File: src/rtl/ulpi_rx_packetizer.sv
// ulpi_rx_packetizer
//   Receive-side ULPI packetizer. While the PHY owns the bus (dir=1) it
//   separates RX_CMD bytes (nxt=0) from packet bytes (nxt=1), assembles
//   one USB packet (PID plus up to MAX_PAYLOAD payload bytes and CRC16),
//   classifies it and presents it as one packed word with a one-cycle
//   strobe. Line state is tracked from every accepted RX_CMD.
//
// Ports
//   usb_clk         ULPI 60 MHz clock, all logic on posedge
//   rst             asynchronous active-high reset
//   dir_i, nxt_i    ULPI bus direction / next
//   data_i[7:0]     ULPI data bus
//   pkt_data_o      payload, byte0 in [7:0]; unused bytes are zero
//   pkt_len_o       payload byte count (CRC bytes excluded)
//   pkt_pid_o       PID[3:0] of the emitted packet
//   pkt_valid_o     one-cycle strobe; pkt_* held until the next strobe
//   pkt_crc_err_o   CRC16 residual mismatch (data PIDs only)
//   pkt_pid_err_o   bad PID check nibble, or illegal PID type / length
//   pkt_ovf_o       more than MAX_PAYLOAD+2 bytes followed the PID
//   rx_active_o     packet in progress
//   linestate_o     RX_CMD[1:0] of the most recent RX_CMD
//   rx_cmd_valid_o  one-cycle strobe per accepted RX_CMD
module ulpi_rx_packetizer #(
    parameter int unsigned MAX_PAYLOAD = 8
) (
    input  logic                     usb_clk,
    input  logic                     rst,
    input  logic                     dir_i,
    input  logic                     nxt_i,
    input  logic [7:0]               data_i,
    output logic [8*MAX_PAYLOAD-1:0] pkt_data_o,
    output logic [3:0]               pkt_len_o,
    output logic [3:0]               pkt_pid_o,
    output logic                     pkt_valid_o,
    output logic                     pkt_crc_err_o,
    output logic                     pkt_pid_err_o,
    output logic                     pkt_ovf_o,
    output logic                     rx_active_o,
    output logic [1:0]               linestate_o,
    output logic                     rx_cmd_valid_o
);

    localparam int unsigned BUF_BYTES = MAX_PAYLOAD + 2;
    localparam logic [3:0]  N_BUF     = 4'(BUF_BYTES);
    localparam logic [3:0]  N_OVF     = 4'(BUF_BYTES + 1);
    localparam logic [3:0]  LEN_MAX   = 4'(MAX_PAYLOAD);

    typedef enum logic [2:0] {ST_IDLE, ST_TURN, ST_LISTEN, ST_PKT, ST_EMIT} state_t;

    state_t      r_state, w_state, w_next;
    logic [7:0]  r_pid;
    logic [7:0]  r_buf [BUF_BYTES];
    logic [3:0]  r_n;
    logic [15:0] r_crc;

    logic [8*MAX_PAYLOAD-1:0] r_pkt_data, w_data;
    logic [3:0]  r_pkt_len, r_pkt_pid, w_len;
    logic        r_pkt_valid, r_crc_err, r_pid_err, r_ovf;
    logic        w_crc_err, w_pid_err, w_ovf;
    logic [1:0]  r_linestate;
    logic        r_rx_cmd_valid;
    logic        w_rxcmd, w_start, w_append, w_end;

    // Reflected CRC16 (poly 0xA001), one byte LSB first.
    function automatic logic [15:0] crc16_byte(input logic [15:0] c, input logic [7:0] d);
        logic [15:0] r;
        r = c ^ {8'h00, d};
        for (int unsigned b = 0; b < 8; b++)
            r = r[0] ? ((r >> 1) ^ 16'hA001) : (r >> 1);
        return r;
    endfunction

    // The state register holds IDLE during the first dir=1 cycle; that
    // sampled cycle is the turnaround, so it is decoded as TURN here.
    always_comb begin
        w_state  = r_state;
        if (r_state == ST_IDLE && dir_i)
            w_state = ST_TURN;
        w_next   = w_state;
        w_rxcmd  = 1'b0;
        w_start  = 1'b0;
        w_append = 1'b0;
        w_end    = 1'b0;
        case (w_state)
            ST_IDLE:   w_next = ST_IDLE;
            ST_TURN:   w_next = dir_i ? ST_LISTEN : ST_IDLE;
            ST_LISTEN: begin
                if (!dir_i)
                    w_next = ST_IDLE;
                else if (nxt_i) begin
                    w_start = 1'b1;
                    w_next  = ST_PKT;
                end else
                    w_rxcmd = 1'b1;
            end
            ST_PKT: begin
                if (!dir_i) begin
                    w_end  = 1'b1;
                    w_next = ST_EMIT;
                end else if (nxt_i)
                    w_append = 1'b1;
                else begin
                    w_rxcmd = 1'b1;
                    if (!data_i[4]) begin
                        w_end  = 1'b1;
                        w_next = ST_EMIT;
                    end
                end
            end
            ST_EMIT: begin
                w_rxcmd = dir_i && !nxt_i;
                w_next  = dir_i ? ST_LISTEN : ST_IDLE;
            end
            default:   w_next = ST_IDLE;
        endcase
    end

    // Packet classification from the current buffer; latched at end of packet.
    always_comb begin
        w_ovf     = (r_n == N_OVF);
        w_pid_err = (r_pid[7:4] != ~r_pid[3:0]);
        w_len     = '0;
        w_crc_err = 1'b0;
        w_data    = '0;
        case (r_pid[1:0])
            2'b11: begin
                if (r_n >= 4'd2) begin
                    w_len     = r_n - 4'd2;
                    w_crc_err = (r_crc != 16'hB001);
                end else
                    w_pid_err = 1'b1;
            end
            2'b10:   if (r_n != 4'd0) w_pid_err = 1'b1;
            default: w_pid_err = 1'b1;
        endcase
        if (w_ovf) begin
            w_len     = LEN_MAX;
            w_crc_err = 1'b0;
        end
        for (int unsigned i = 0; i < MAX_PAYLOAD; i++)
            if (4'(i) < w_len)
                w_data[i*8 +: 8] = r_buf[i];
    end

    always_ff @(posedge usb_clk or posedge rst) begin
        if (rst) begin
            r_state        <= ST_IDLE;
            r_pid          <= '0;
            r_n            <= '0;
            r_crc          <= '1;
            for (int unsigned i = 0; i < BUF_BYTES; i++)
                r_buf[i] <= '0;
            r_pkt_data     <= '0;
            r_pkt_len      <= '0;
            r_pkt_pid      <= '0;
            r_pkt_valid    <= 1'b0;
            r_crc_err      <= 1'b0;
            r_pid_err      <= 1'b0;
            r_ovf          <= 1'b0;
            r_linestate    <= '0;
            r_rx_cmd_valid <= 1'b0;
        end else begin
            r_state        <= w_next;
            r_rx_cmd_valid <= w_rxcmd;
            r_pkt_valid    <= w_end;
            if (w_rxcmd)
                r_linestate <= data_i[1:0];
            if (w_start) begin
                r_pid <= data_i;
                r_n   <= '0;
                r_crc <= '1;
                for (int unsigned i = 0; i < BUF_BYTES; i++)
                    r_buf[i] <= '0;
            end
            if (w_append) begin
                // n saturates one past the buffer size to flag overflow.
                if (r_n != N_OVF)
                    r_n <= r_n + 4'd1;
                if (r_n < N_BUF) begin
                    r_buf[r_n] <= data_i;
                    r_crc      <= crc16_byte(r_crc, data_i);
                end
            end
            if (w_end) begin
                r_pkt_data <= w_data;
                r_pkt_len  <= w_len;
                r_pkt_pid  <= r_pid[3:0];
                r_crc_err  <= w_crc_err;
                r_pid_err  <= w_pid_err;
                r_ovf      <= w_ovf;
            end
        end
    end

    assign pkt_data_o     = r_pkt_data;
    assign pkt_len_o      = r_pkt_len;
    assign pkt_pid_o      = r_pkt_pid;
    assign pkt_valid_o    = r_pkt_valid;
    assign pkt_crc_err_o  = r_crc_err;
    assign pkt_pid_err_o  = r_pid_err;
    assign pkt_ovf_o      = r_ovf;
    assign rx_active_o    = (r_state == ST_PKT);
    assign linestate_o    = r_linestate;
    assign rx_cmd_valid_o = r_rx_cmd_valid;

endmodule

File: config.mk
export PLATFORM = sky130hd
export DESIGN_NAME = ulpi_rx_packetizer
export DESIGN_NICKNAME = d
export VERILOG_FILES = /design/src/rtl/ulpi_rx_packetizer.sv
export SDC_FILE = /design/constraint.sdc
export NUM_CORES = 1
export LEC_CHECK = 0
export CORE_ASPECT_RATIO = 0.6
export CORE_MARGIN = 2
export CORE_UTILIZATION = 35
export CTS_CLUSTER_DIAMETER = 80
export DETAILED_ROUTE_END_ITERATION = 8
export HOLD_SLACK_MARGIN = 0.1
export PLACE_DENSITY = 0.54
export SETUP_SLACK_MARGIN = 0.15
export SYNTH_ARGS = -nofsm -noshare
export SYNTH_HDL_FRONTEND = slang
export SYNTH_SLANG_ARGS = --single-unit
File: constraint.sdc
create_clock -name usb_clk -period 6.3 [get_ports usb_clk]
set_input_delay 0.945 -clock usb_clk [delete_from_list [all_inputs] [get_ports usb_clk]]
set_output_delay 0.945 -clock usb_clk [all_outputs]
set_load 0.03 [all_outputs]
==> flow_summary.json <==
{
  "fin_crit_ps": 3260,
  "ys_types": 42,
  "grt.busiest_layer": "met1",
  "synth_xor_area_share_pct": 4.06,
  "num_rows": 40,
  "fmax_mhz": 306,
  "grt_max_degree": 85,
  "critPathCaptureType": "register",
  "vias_per_cell": 5.04,
  "final_cells": 1081,
  "pwr_density_cell_mw_per_mm2": 284,
  "required_ps": 6600,
  "max_slew.worst_pin.slew_ps": 1050,
  "area_delta_synth_final_pct": 22.8,
  "grt_pass1_wl_um": 29300,
  "synth_edf_count": 0,
  "place_congestion": 0.809,
  "cp-start-kind": "input port",
  "antenna_found_initial": 0,
  "ant_nets": 0,
  "avgSynthCellArea_um2": 10.0,
  "wire_per_inst_um": 16.9,
  "slew_headroom_pct": 30.0,
  "grtUsageMet3_pct": 3.00,
  "first_pass_iters": 5,
  "synthMuxAreaShare_pct": 0,
  "cts_resized": 0,
  "use_met1_pct": 26.7,
  "cts.sink_count": 174,
  "synth_top_flop_cell": "dfrtp_1",
  "layout-drive-gt1-share_pct": 7.92,
  "cts-root-buf": "clkbuf_16",
  "tns_ps": 0,
  "met2_usage_pct": 25.2,
  "hold_path_class": "register to register",
  "async_reset_ff_share_pct": 100,
  "routed_wl_um": 18300,
  "clock-skew-final_ps": 13.1,
  "chipHeight_um": 116,
  "synth_nets": 749,
  "synth.area.top_cells": "dfrtp_1 (54%), nand2_1 (10%), o21ai_0 (8.0%)",
  "yosysMostFrequentCell": "nand2_1",
  "clk_latency_ps": 420,
  "synth_top_family_by_area": "compound AO/OA/AOI/OAI gates",
  "dp_hpwl_um": 12500,
  "synth_compound_area_share_pct": 15.6,
  "vdd_drop_max_uv": 170,
  "fin_crit_sh_pct": 51.8,
  "yosysWarnings": 0,
  "rsz0062_at_grt": "false",
  "numCtsBuffers": 17,
  "cts_setup_buffers": 0,
  "port_buffers": 91,
  "post-place-ws_ps": 2640,
  "worst_slack_ps": 3040,
  "clk_pin_slew_ps": 70,
  "slew_violations": 0,
  "finalSetupViolCount": 0,
  "ioPinCount": 92,
  "die_area_mm2": 0.0221,
  "core_area_mm2": 0.0202,
  "ys_top_cells_by_count": "nand2_1 (202), dfrtp_1 (158), o21ai_0 (116)",
  "final_util_pct": 44.3,
  "crit_arrival_ps": 3570,
  "drcViolationCount": 0,
  "seqCellArea_mm2": 0.00437,
  "overflow": 0,
  "num_vias": 5452,
  "critPathKind": "input port to register",
  "die_x_um": 190,
  "hold_viol": 0,
  "cts_tree": "built",
  "first_iter_violations": 459,
  "antennaDiodeCount": 0,
  "ys_ff_latch": 174,
  "multi_input_area_mm2": 0.00263,
  "initial_core_util_pct": 36.1,
  "cap_violations": 0,
  "synth_cells": 730,
  "netlist.top_cell.by_area": "dfrtp_1",
  "crit_fanout": 84,
  "synthSimpleGateAreaFrac_pct": 15.2,
  "fill_cells": 1933,
  "htreeDepth": 4,
  "cts.path.max_buffers": 2,
  "syn_area_mm2": 0.00730,
  "yosysTopAreaCellShare_pct": 54.2,
  "p_leak_nw": 3.84,
  "cts_hold_buffers": 0,
  "ys_seq_area_share_pct": 59.9,
  "grt_pass1_vias": 5213,
  "nNetsFinal": 814,
  "placed_cells": 1049,
  "synth_fa_ha_area_share_pct": 1.20,
  "run_status": "finished clean",
  "track_usage_pct": 17.3
}
per-layer routing:
metal	vias to the layer above	wire (um)
met2	121	7930
met3	12	828
met1	2724	9450
li1	2595	-
met5	-	0
met4	0	98
cell type report:
cell class	count	area share [%]
timing repair buffer	99	10.8
clock inverter	13	1.35
inverter	19	0.852
multi-input combinational	484	29.4
clock buffer	19	4.94
tap	273	3.81
sequential	174	48.8
cell usage in the layout (no fill, tap or decap), types with 2 or more instances in the layout:
cell type | synthesis | final
inv_6 | 0 | 6
xnor2_4 | 2 | 2
inv_1 | 19 | 18
dfstp_2 | 16 | 16
a32oi_1 | 2 | 2
clkdlybuf4s50_1 | 0 | 91
clkinv_4 | 0 | 2
nor2b_1 | 3 | 3
nor2_1 | 9 | 9
nand2_1 | 202 | 201
a21oi_1 | 20 | 20
xor2_1 | 2 | 2
and2_1 | 5 | 5
a22o_1 | 40 | 40
buf_4 | 1 | 8
nand4_1 | 3 | 3
xnor3_1 | 2 | 2
xnor2_1 | 14 | 14
o31ai_1 | 3 | 3
nor3b_1 | 2 | 2
clkinvlp_4 | 0 | 2
nor3_1 | 14 | 14
inv_8 | 0 | 4
and3_1 | 4 | 4
ha_1 | 7 | 7
xnor2_2 | 2 | 2
dfrtp_1 | 158 | 158
nand3_1 | 15 | 15
nor4_1 | 3 | 3
o21ai_0 | 116 | 116
clkbuf_16 | 0 | 17
nand2b_1 | 2 | 2
worst max-delay path, stage by stage:
cell and delay [ps]:
clkdlybuf4s50_1 920, o21ai_0 220, nand2_2 110, buf_4 640, a21oi_1 340, a22o_1 290
final timing paths:
kind                                                  from                    endpoint  slack, ps  depth (start not counted)
worst max-delay path                             data_i[4]  pkt_data_o[31]$_DFFE_PP0P_       3040                          6
worst min-delay path            pkt_data_o[63]$_DFFE_PP0P_  pkt_data_o[63]$_DFFE_PP0P_        480                          2
worst max register to register            r_n[1]$_DFF_PP0_  pkt_data_o[10]$_DFFE_PP0P_       3700                          6
worst min register to register  pkt_data_o[63]$_DFFE_PP0P_  pkt_data_o[63]$_DFFE_PP0P_        480                          2
max in group asynchronous                              rst        r_state[0]$_DFF_PP0_       4170                          3
min in group asynchronous                              rst  pkt_data_o[19]$_DFFE_PP0P_        920                          2
stage by stage:
step / hold slack, ps / area [um2] / power (mW)
after detailed placement: 470 / 8400 / 1.56
final: 480 / 8960 / 2.55
after global routing: 503 / 8960 / 2.66
after floorplan: 450 / 7300 / 1.46
after global placement: 474 / 8400 / 1.55
after CTS: 485 / 8960 / 2.57
logic make-up after synthesis:
kind of cell	after synthesis
AO/OA/AOI/OAI	188
XOR/XNOR	23
adder cells (fa/ha/maj)	7
buffers and inverters	72
flip-flops	174
AND/OR/NAND/NOR	266
where the power goes:
group | switching [mW] | leakage [nW] | total [mW] | internal [mW]
Combinational | 0.167 | 1.22 | 0.312 | 0.146
Clock | 0.479 | 0.273 | 1.01 | 0.534
Sequential | 0.0459 | 2.35 | 1.22 | 1.18
Total | 0.692 | 3.84 | 2.55 | 1.86
registers in the layout, indices dropped and copies added, names as in the netlist, 2 cells and up:
register and count:
linestate_o 2, pkt_data_o 64, pkt_len_o 4, pkt_pid_o 4
r_buf 64, r_crc 16, r_n 4, r_pid 8
r_state 3
Note: power is estimated with default switching activity, not from simulation.
